<file path="src/rtl/bram_arb_pkg.sv">
// Shared constants and elaboration helpers for the block-RAM round-robin arbiter.
package bram_arb_pkg;

  localparam logic REQ_RD = 1'b0;
  localparam logic REQ_WR = 1'b1;

  function automatic int clog2(input int n);
    int r;
    r = 0;
    for (int i = 0; i < 31; i++) begin
      if ((1 << i) < n) r = i + 1;
    end
    return r;
  endfunction

  function automatic bit id_bits_ok(input int num_req, input int id_bits);
    return (num_req >= 2) && (num_req <= 8) && (id_bits == clog2(num_req));
  endfunction

endpackage

</file>
<file path="src/rtl/bram_rr_arbiter_rr_pick.sv">
// Round-robin priority picker: first set request at or after ptr, wrapping.
// Latency: purely combinational. Backpressure: none, grant follows req directly.
// Output is one-hot or all-zero; any flags a grant.
module rr_pick
  import bram_arb_pkg::*;
#(
  parameter int NUM_REQ = 4,
  parameter int ID_BITS = 2
) (
  input  logic [NUM_REQ-1:0] req,
  input  logic [ID_BITS-1:0] ptr,
  output logic [NUM_REQ-1:0] grant,
  output logic [ID_BITS-1:0] gidx,
  output logic               any
);

  logic [ID_BITS-1:0] idx;

  always_comb begin
    grant = '0;
    gidx  = '0;
    any   = 1'b0;
    idx   = '0;
    for (int k = 0; k < NUM_REQ; k++) begin
      idx = ID_BITS'((int'(ptr) + k) % NUM_REQ);
      if (!any && req[idx]) begin
        grant[idx] = 1'b1;
        gidx       = idx;
        any        = 1'b1;
      end
    end
  end

endmodule

</file>
<file path="src/rtl/bram_rr_arbiter.sv">
// Round-robin share of one registered-read block RAM among NUM_REQ clients.
// Latency: read data 1 cycle after grant (2 with BRAM_ARB_RSP_REG_EN); writes land same cycle.
// Backpressure: req_ready one-hot grant per cycle; responses have no backpressure.
module bram_rr_arbiter
  import bram_arb_pkg::*;
#(
  parameter int NUM_REQ   = 4,
  parameter int RAM_WIDTH = 8,
  parameter int ADDR_BITS = 4,
  parameter int ID_BITS   = 2
) (
  input  logic                           clk,
  input  logic                           rst,
  input  logic [NUM_REQ-1:0]             req_valid,
  input  logic [NUM_REQ-1:0]             req_we,
  input  logic [NUM_REQ*ADDR_BITS-1:0]   req_addr,
  input  logic [NUM_REQ*RAM_WIDTH-1:0]   req_wdata,
  output logic [NUM_REQ-1:0]             req_ready,
  output logic                           rsp_valid,
  output logic [ID_BITS-1:0]             rsp_id,
  output logic [RAM_WIDTH-1:0]           rsp_data,
  output logic                           ram_w_en,
  output logic [ADDR_BITS-1:0]           ram_w_addr,
  output logic [ADDR_BITS-1:0]           ram_r_addr,
  output logic [RAM_WIDTH-1:0]           ram_wdata,
  input  logic [RAM_WIDTH-1:0]           ram_rdata
);

  if (!id_bits_ok(NUM_REQ, ID_BITS)) begin : g_bad_cfg
    $error("bram_rr_arbiter: ID_BITS must equal clog2(NUM_REQ), NUM_REQ in 2..8");
  end

  logic [ADDR_BITS-1:0] addr_arr  [NUM_REQ];
  logic [RAM_WIDTH-1:0] wdata_arr [NUM_REQ];

  for (genvar i = 0; i < NUM_REQ; i++) begin : g_unpack
    assign addr_arr[i]  = req_addr[i*ADDR_BITS +: ADDR_BITS];
    assign wdata_arr[i] = req_wdata[i*RAM_WIDTH +: RAM_WIDTH];
  end

  logic [NUM_REQ-1:0]   pick_req;
  logic [NUM_REQ-1:0]   grant;
  logic [ID_BITS-1:0]   gidx;
  logic                 any;
  logic [ID_BITS-1:0]   rr_ptr_q, rr_ptr_d;
  logic [ADDR_BITS-1:0] w_addr_q, r_addr_q;
  logic [RAM_WIDTH-1:0] wdata_q;
  logic                 wr_grant, rd_grant;
  logic                 rsp_vld_q;
  logic [ID_BITS-1:0]   rsp_id_q;

  // Masking requests in reset keeps req_ready low and the pointer untouched.
  assign pick_req = rst ? '0 : req_valid;

  rr_pick #(
    .NUM_REQ (NUM_REQ),
    .ID_BITS (ID_BITS)
  ) u_pick (
    .req   (pick_req),
    .ptr   (rr_ptr_q),
    .grant (grant),
    .gidx  (gidx),
    .any   (any)
  );

  assign req_ready = grant;
  assign wr_grant  = any && (req_we[gidx] == REQ_WR);
  assign rd_grant  = any && (req_we[gidx] == REQ_RD);

  assign ram_w_en   = wr_grant;
  assign ram_w_addr = wr_grant ? addr_arr[gidx]  : w_addr_q;
  assign ram_wdata  = wr_grant ? wdata_arr[gidx] : wdata_q;
  assign ram_r_addr = rd_grant ? addr_arr[gidx]  : r_addr_q;

  always_comb begin
    rr_ptr_d = rr_ptr_q;
    if (any) begin
      rr_ptr_d = (int'(gidx) == NUM_REQ - 1) ? '0 : gidx + 1'b1;
    end
  end

  always_ff @(posedge clk) begin
    if (rst) begin
      rr_ptr_q  <= '0;
      w_addr_q  <= '0;
      r_addr_q  <= '0;
      wdata_q   <= '0;
      rsp_vld_q <= 1'b0;
      rsp_id_q  <= '0;
    end else begin
      rr_ptr_q  <= rr_ptr_d;
      w_addr_q  <= ram_w_addr;
      r_addr_q  <= ram_r_addr;
      wdata_q   <= ram_wdata;
      rsp_vld_q <= rd_grant;
      if (rd_grant) rsp_id_q <= gidx;
    end
  end

`ifdef BRAM_ARB_RSP_REG_EN
  logic                 rsp2_vld_q;
  logic [ID_BITS-1:0]   rsp2_id_q;
  logic [RAM_WIDTH-1:0] rsp2_data_q;

  always_ff @(posedge clk) begin
    if (rst) begin
      rsp2_vld_q  <= 1'b0;
      rsp2_id_q   <= '0;
      rsp2_data_q <= '0;
    end else begin
      rsp2_vld_q  <= rsp_vld_q;
      rsp2_id_q   <= rsp_id_q;
      rsp2_data_q <= ram_rdata;
    end
  end

  assign rsp_valid = rsp2_vld_q;
  assign rsp_id    = rsp2_id_q;
  assign rsp_data  = rsp2_data_q;
`else
  // RAM output register already aligns with the read issued last cycle.
  assign rsp_valid = rsp_vld_q;
  assign rsp_id    = rsp_id_q;
  assign rsp_data  = ram_rdata;
`endif

endmodule

</file>
<file path="config.mk">
export PLATFORM = sky130hd
export DESIGN_NAME = bram_rr_arbiter
export DESIGN_NICKNAME = d
export VERILOG_FILES = /design/src/rtl/bram_arb_pkg.sv /design/src/rtl/bram_rr_arbiter_rr_pick.sv /design/src/rtl/bram_rr_arbiter.sv
export SDC_FILE = /design/constraint.sdc
export NUM_CORES = 1
export LEC_CHECK = 0
export BUFFER_PORTS_ARGS = -buffer_cell sky130_fd_sc_hd__buf_4
export CORE_UTILIZATION = 43
export CTS_CLUSTER_DIAMETER = 30
export DETAILED_ROUTE_END_ITERATION = 16
export PLACE_DENSITY = 0.81
export SLEW_MARGIN = 20
export SYNTH_ARGS = -nofsm -noshare
export SYNTH_HDL_FRONTEND = slang
export SYNTH_SLANG_ARGS = --single-unit
</file>
<file path="constraint.sdc">
create_clock -name clk -period 3.3 [get_ports clk]
set_input_delay 0.165 -clock clk [delete_from_list [all_inputs] [get_ports clk]]
set_output_delay 0.165 -clock clk [all_outputs]
set_load 0.01 [all_outputs]
</file>
==> Word-level counts from Yosys, hierarchy flattened <==
Index checks and enable logic that the tools add are counted.
{ "classes": {"addsub": 4, "n_mux": 41, "eq_ne": 1, "n_reduce_logical": 12, "magnitude_cmp": 10, "bitwise": 5} }
{ "ops": {"columns": ["op", "count"], "rows": [
  ["two-way mux 4 bit", 9],
  ["two-way mux 8 bit", 3],
  ["binary-select mux 8 bit (select 2 bit)", 1],
  ["< comparator 2 x 3 -> 1 bit (second input constant)", 5],
  ["two-way mux 1 bit", 13],
  ["bitwise OR 4 bit", 3],
  ["binary-select mux 1 bit (select 2 bit)", 5],
  ["two-way mux 2 bit", 5],
  ["logical AND 1 bit", 9],
  ["binary-select mux 4 bit (select 2 bit)", 1],
  ["demux 1 bit (select 2 bit)", 4],
  [">= comparator 2 x 1 -> 1 bit (second input constant)", 4],
  ["adder 2 x 1 -> 2 bit (second input constant)", 2],
  ["adder 2 bit (second input constant)", 2],
  [">= comparator 3 bit (second input constant)", 1],
  ["logical NOT 1 bit", 3],
  ["inverter 2 -> 3 bit", 1],
  ["equality test 2 x 1 -> 1 bit (second input constant)", 1],
  ["inverter 1 bit", 1]
]} }
{ "totals": {"word_cells": 79, "output_inout_bits": 32, "inputBits": 66, "register_bits": 21} }

==> Longest topological paths before layout <==
{ "logic_depth": {"ltp_word": 18, "ltp_mapped": 12} }

==> Hierarchy <==
A second synthesis with hierarchy kept.
{ "hier_totals": {"cells_unflattened": 148, "hier_area_um2": 1724.2} }
{ "by_module_without_submodules": {"columns": ["module", "cells_per_inst", "area_per_inst_um2", "instances"], "rows": [
  ["bram_rr_arbiter", 103, 1305.0, 1],
  ["rr_pick", 45, 419.2, 1]
]} }

==> Least setup slack after synthesis <==
Ideal clock, no wire load.
{ "synth_timing": {"path_type": "flip-flop to output port", "from": "register rr_ptr_q[0]", "to": "output port ram_wdata[0]", "required_time_ns": 3.135, "path_stages_with_launch": 12, "path_buffers": 2, "slack_ns": 0.294, "t_arrival_ns": 2.841, "path_cell_list": "dfxtp_1 > buf_4 > inv_1 > ha_1 > nor2_1 > a2bb2oi_2 > o21ai_4 > mux2i_1 > nand3_1 > o221ai_4 > buf_6 > mux2i_1"} }
{ "synth_lines": {"columns": ["item", "line", "rtl"], "rows": [
  ["start, declared", "bram_rr_arbiter.sv:45", "logic [ID_BITS-1:0] rr_ptr_q, rr_ptr_d;"],
  ["start signal, assigned", "bram_rr_arbiter.sv:91", "rr_ptr_q <= rr_ptr_d;"],
  ["branches (longest 14 deep; another with adder 2 x 1 -> 2 bit)", null, null],
  ["logical AND 1 bit (*)", "bram_rr_arbiter.sv:67", "assign wr_grant = any && (req_we[gidx] == REQ_WR);"],
  ["named net ram_w_en", "bram_rr_arbiter.sv:22", "output logic ram_w_en,"],
  ["two-way mux 8 bit (*)", "bram_rr_arbiter.sv:72", "assign ram_wdata = wr_grant ? wdata_arr[gidx] : wdata_q;"],
  ["end, declared", "bram_rr_arbiter.sv:25", "output logic [RAM_WIDTH-1:0] ram_wdata,"]
]} }
Mark *: on every way through the listed nets, which the timed path passes. The select of a mux whose other input is x is not followed.

==> Final worst setup path <==
{ "layout_timing": {"from": "register rr_ptr_q[0]", "to": "output port ram_w_addr[3]"} }
{ "layout_between": {"elab_chain_len": 17} }
{ "layout_lines": {"columns": ["item", "line", "rtl"], "rows": [
  ["branches (longest 16 deep; another with adder 2 x 1 -> 2 bit)", null, null],
  ["two-way mux 4 bit (*)", "bram_rr_arbiter.sv:71", "assign ram_w_addr = wr_grant ? addr_arr[gidx] : w_addr_q;"],
  ["end, declared", "bram_rr_arbiter.sv:23", "output logic [ADDR_BITS-1:0] ram_w_addr,"]
]} }
Mark *: on every way between the ends. The select of a mux whose other input is x is not followed.

==> qor.csv <==
stage,metric,value,unit
routing,post-route-drc-count,0,
clocking,clkSinkCount,21,
sta,final_min_period_over_clock_period,97.40,%
global_route,vias_in_the_first_global_route,1771,
flow_run,drv_cap,0,
synth,yosysWarnings,0,
floorplanning,die_h,70.17,um
clocking,cts_buffers,3,
critical_path,crit_fanout,7,
sta,finalMaxSlewViolations,0,
global_route,wire_length_of_the_first_global_routing_pass,8.024,mm
sta,final_setup_skew,0.001818,ns
clocking,clock_tree.buffer_depth,2,
synth,post_synth_main_area_contributors,"sky130_fd_sc_hd__mux2i_1, sky130_fd_sc_hd__dfxtp_1, sky130_fd_sc_hd__mux2_2, sky130_fd_sc_hd__nand2b_1, sky130_fd_sc_hd__ha_1",
routing,post_drt_via_cell_ratio,5.210,
routing,wl_per_cell,13.87,um
critical_path,path_common_cell,sky130_fd_sc_hd__buf_4,
synth,post_synth_most_frequent_cells,"sky130_fd_sc_hd__mux2i_1, sky130_fd_sc_hd__nand2b_1, sky130_fd_sc_hd__dfxtp_1, sky130_fd_sc_hd__nor2_1, sky130_fd_sc_hd__mux2_2",
cells_and_area,layoutNonFillerInstCount,357,
sta,tightestPinTransition,0.5490,ns
sta,final-hold-violation-count,0,
clocking,cts.root.buffer_cell,sky130_fd_sc_hd__clkbuf_8,
critical_path,ff2ff_setup_slack,0.59,ns
global_route,grt_max_degree,39,
global_route,grt_overflow_total,0,
sta,max-slew-margin-rel,63.40,%
clocking,clkLatencyLatePin,0.25,ns
critical_path,crit_path_max_delay_cell_type,sky130_fd_sc_hd__dfxtp_2,
critical_path,max_stage_delay,0.39,ns
sta,final_hold_slack,0.2825,ns
placed_design,port-buffer-count,81,
synth,synth.largest_area_cell,sky130_fd_sc_hd__mux2i_1,
synth,post-synth-top-area-fraction,24.55,%
floorplanning,die_width,70.17,um
placed_design,hpwl_dp,3.764,mm
synth,synth_enable_flop_cells,0,
placed_design,gpl.final_weighted_congestion,0.8731,
global_route,grtUsageTotal,19.48,%
floorplanning,fp.coreArea,4414,sq um
synth,synth_area,1998,sq um
routing,detailroute.via_count,1860,
sta,finalCriticalPeriod,3.214,ns
synth,synth_sequential_area_ratio,21.04,%
critical_path,setup.worst_path.start_class,flop,
floorplanning,io_pins,98,
clocking,htreeDepth,1,
synth,yosys.cell_types.count,37,
cells_and_area,design.final.nets,379,
pwr,irDropWorstVdd,0.0003692,V
critical_path,cells_along_the_critical_path,buf_4 -> mux2i_1 -> o22ai_4 -> o21ai_4 -> xnor2_4 -> mux2i_2 -> buf_4 -> o221ai_4 -> buf_4 -> mux2_1 -> buf_4,
critical_path,path_class,reg -> out,
run_status,run_status,finished clean,
floorplanning,std_cell_rows,24,
synth,top_count_cell_post_synth,sky130_fd_sc_hd__mux2i_1,
synth,syn_nets,294,
cells_and_area,antennaDiodeCount,0,
synth,synth_area_per_cell,9.041,sq um
synth,ys_async_sr_fraction,0,%
critical_path,worst_ep_arrival_time,3.05,ns
floorplanning,die_area,4924,sq um
cells_and_area,postLayoutCoreUtil,62.93,%
synth,synth-main-ff-cell,sky130_fd_sc_hd__dfxtp_1,
global_route,antenna_found_initial,0,
clocking,clk_transition_reported_paths,0.08,ns
pwr,leakage,1.361,nW
floorplanning,initial_core_util,45.27,%
synth,ys_ff_latch,21,
routing,detail-route-antenna-nets,0,
min_path,class_of_the_worst_hold_path,in -> reg,
critical_path,cp_data_required_time,3.13,ns
sta,fmax,311.1,MHz
routing,wl,4.951,mm
cells_and_area,syn_to_final_growth,39.01,%
synth,post_synth_inst_count,221,
cells_and_area,fillCellCount,372,
pwr,power_density_of_the_placed_cells,528.8,nW/um^2
routing,drt_iter0_markers,120,
clocking,cts_hold_buf,0,
cells_and_area,fraction_of_layout_instances_using_a_drive_strength_above_1,44.92,%
clocking,clock_tree_from_tritoncts,done,
placed_design,numPlacedInstances,346,
routing,drtPass1Iterations,4,
sta,setup_viol,0,
critical_path,cp-end-kind,primary output,
==> cells in the final DEF, fill, tap and decap left out, types with 4 or more instances in the layout <==
cell / synthesis / final
sky130_fd_sc_hd__a21oi_1: 11 / 11
sky130_fd_sc_hd__a222oi_1: 4 / 4
sky130_fd_sc_hd__buf_4: 11 / 100
sky130_fd_sc_hd__dfxtp_1: 21 / 20
sky130_fd_sc_hd__ha_1: 7 / 6
sky130_fd_sc_hd__inv_1: 12 / 12
sky130_fd_sc_hd__mux2_2: 15 / 15
sky130_fd_sc_hd__mux2i_1: 49 / 47
sky130_fd_sc_hd__nand2_1: 11 / 11
sky130_fd_sc_hd__nand2b_1: 22 / 22
sky130_fd_sc_hd__nor2_1: 16 / 15
sky130_fd_sc_hd__nor3_1: 5 / 5
==> where the power goes <==
group          internal [mW]  switching (mW)  total (mW)
Clock                 0.0839          0.0821       0.166
Sequential             0.321          0.0358       0.357
Combinational          0.505           0.441       0.946
==> layout make-up <==
cell class | count | area, sq um | area share (%)
repair buffers | 101 | 762.0 | 27.43
flip-flops and latches | 21 | 421.7 | 15.18
clock buffers | 3 | 41.29 | 1.486
clock inverters | 1 | 5.005 | 0.1802
multi-input cells | 167 | 1438 | 51.76
well taps | 52 | 65.06 | 2.342
inverters | 12 | 45.04 | 1.622
==> timing repair <==
action,CTS,global route
pin swaps,1,3
setup buffers,6,1
resized for setup,2,6
endpoints found under the setup margin,12,16
==> final timing paths <==
check	startpoint	endpoint	cells after the start
worst max-delay path	rr_ptr_q[0]	ram_w_addr[3]	11
worst min-delay path	rst	rr_ptr_q[0]	2
worst max register to register	rr_ptr_q[0]	rsp_id[0]	8
worst min register to register	wdata_q[2]	wdata_q[2]	2
==> state kept, by name (all words and copies together) (netlist names) <==
signal,cells
rr_ptr_q,2
r_addr_q,4
rsp_id,2
wdata_q,8
w_addr_q,4
rsp_valid,1
==> logic make-up (layout without fill, tap and decap cells) <==
logic type	Yosys count	after routing	share of synthesized area (%)
muxes	68	68	35.38
and+or+nand+nor	64	64	16.53
buffers and inverters	33	117	9.767
AOI/OAI and AO/OA	26	26	11.08
DFF	21	21	21.04
adders and majority gates	7	7	4.383
xor gates and xnor gates	2	2	1.816
==> critical path, delay by kind of cell (launching register included) <==
kind | cells | cell delay (ns)
multiplexers | 3 | 0.98
AO/OA/AOI/OAI | 3 | 0.56
buffers and inverters | 4 | 0.68
flip-flops | 1 | 0.39
XOR/XNOR | 1 | 0.19
==> layer usage <==
layer	track usage, %	routed length (um)	vias up
met1	24.22	2102	864
met3	2.597	196	8
met2	35.36	2587	53
met5	0	0	-
met4	4.444	65	0
li1	-	-	935
==> per-stage QoR <==
stage	worst slack (ns)	TNS, ns	power [mW]	cell area [sq um]
final	0.08576	0	1.469	2778
after global routing	-0.02999	-0.07811	1.568	2778
after CTS	0.06162	0	1.454	2741
after detailed placement	0.1171	0	1.252	2641
after global placement	0.2341	0	1.232	2641
after floorplan	0.2940	0	0.9463	1998
No activity file was read; power rests on OpenSTA's default activity.
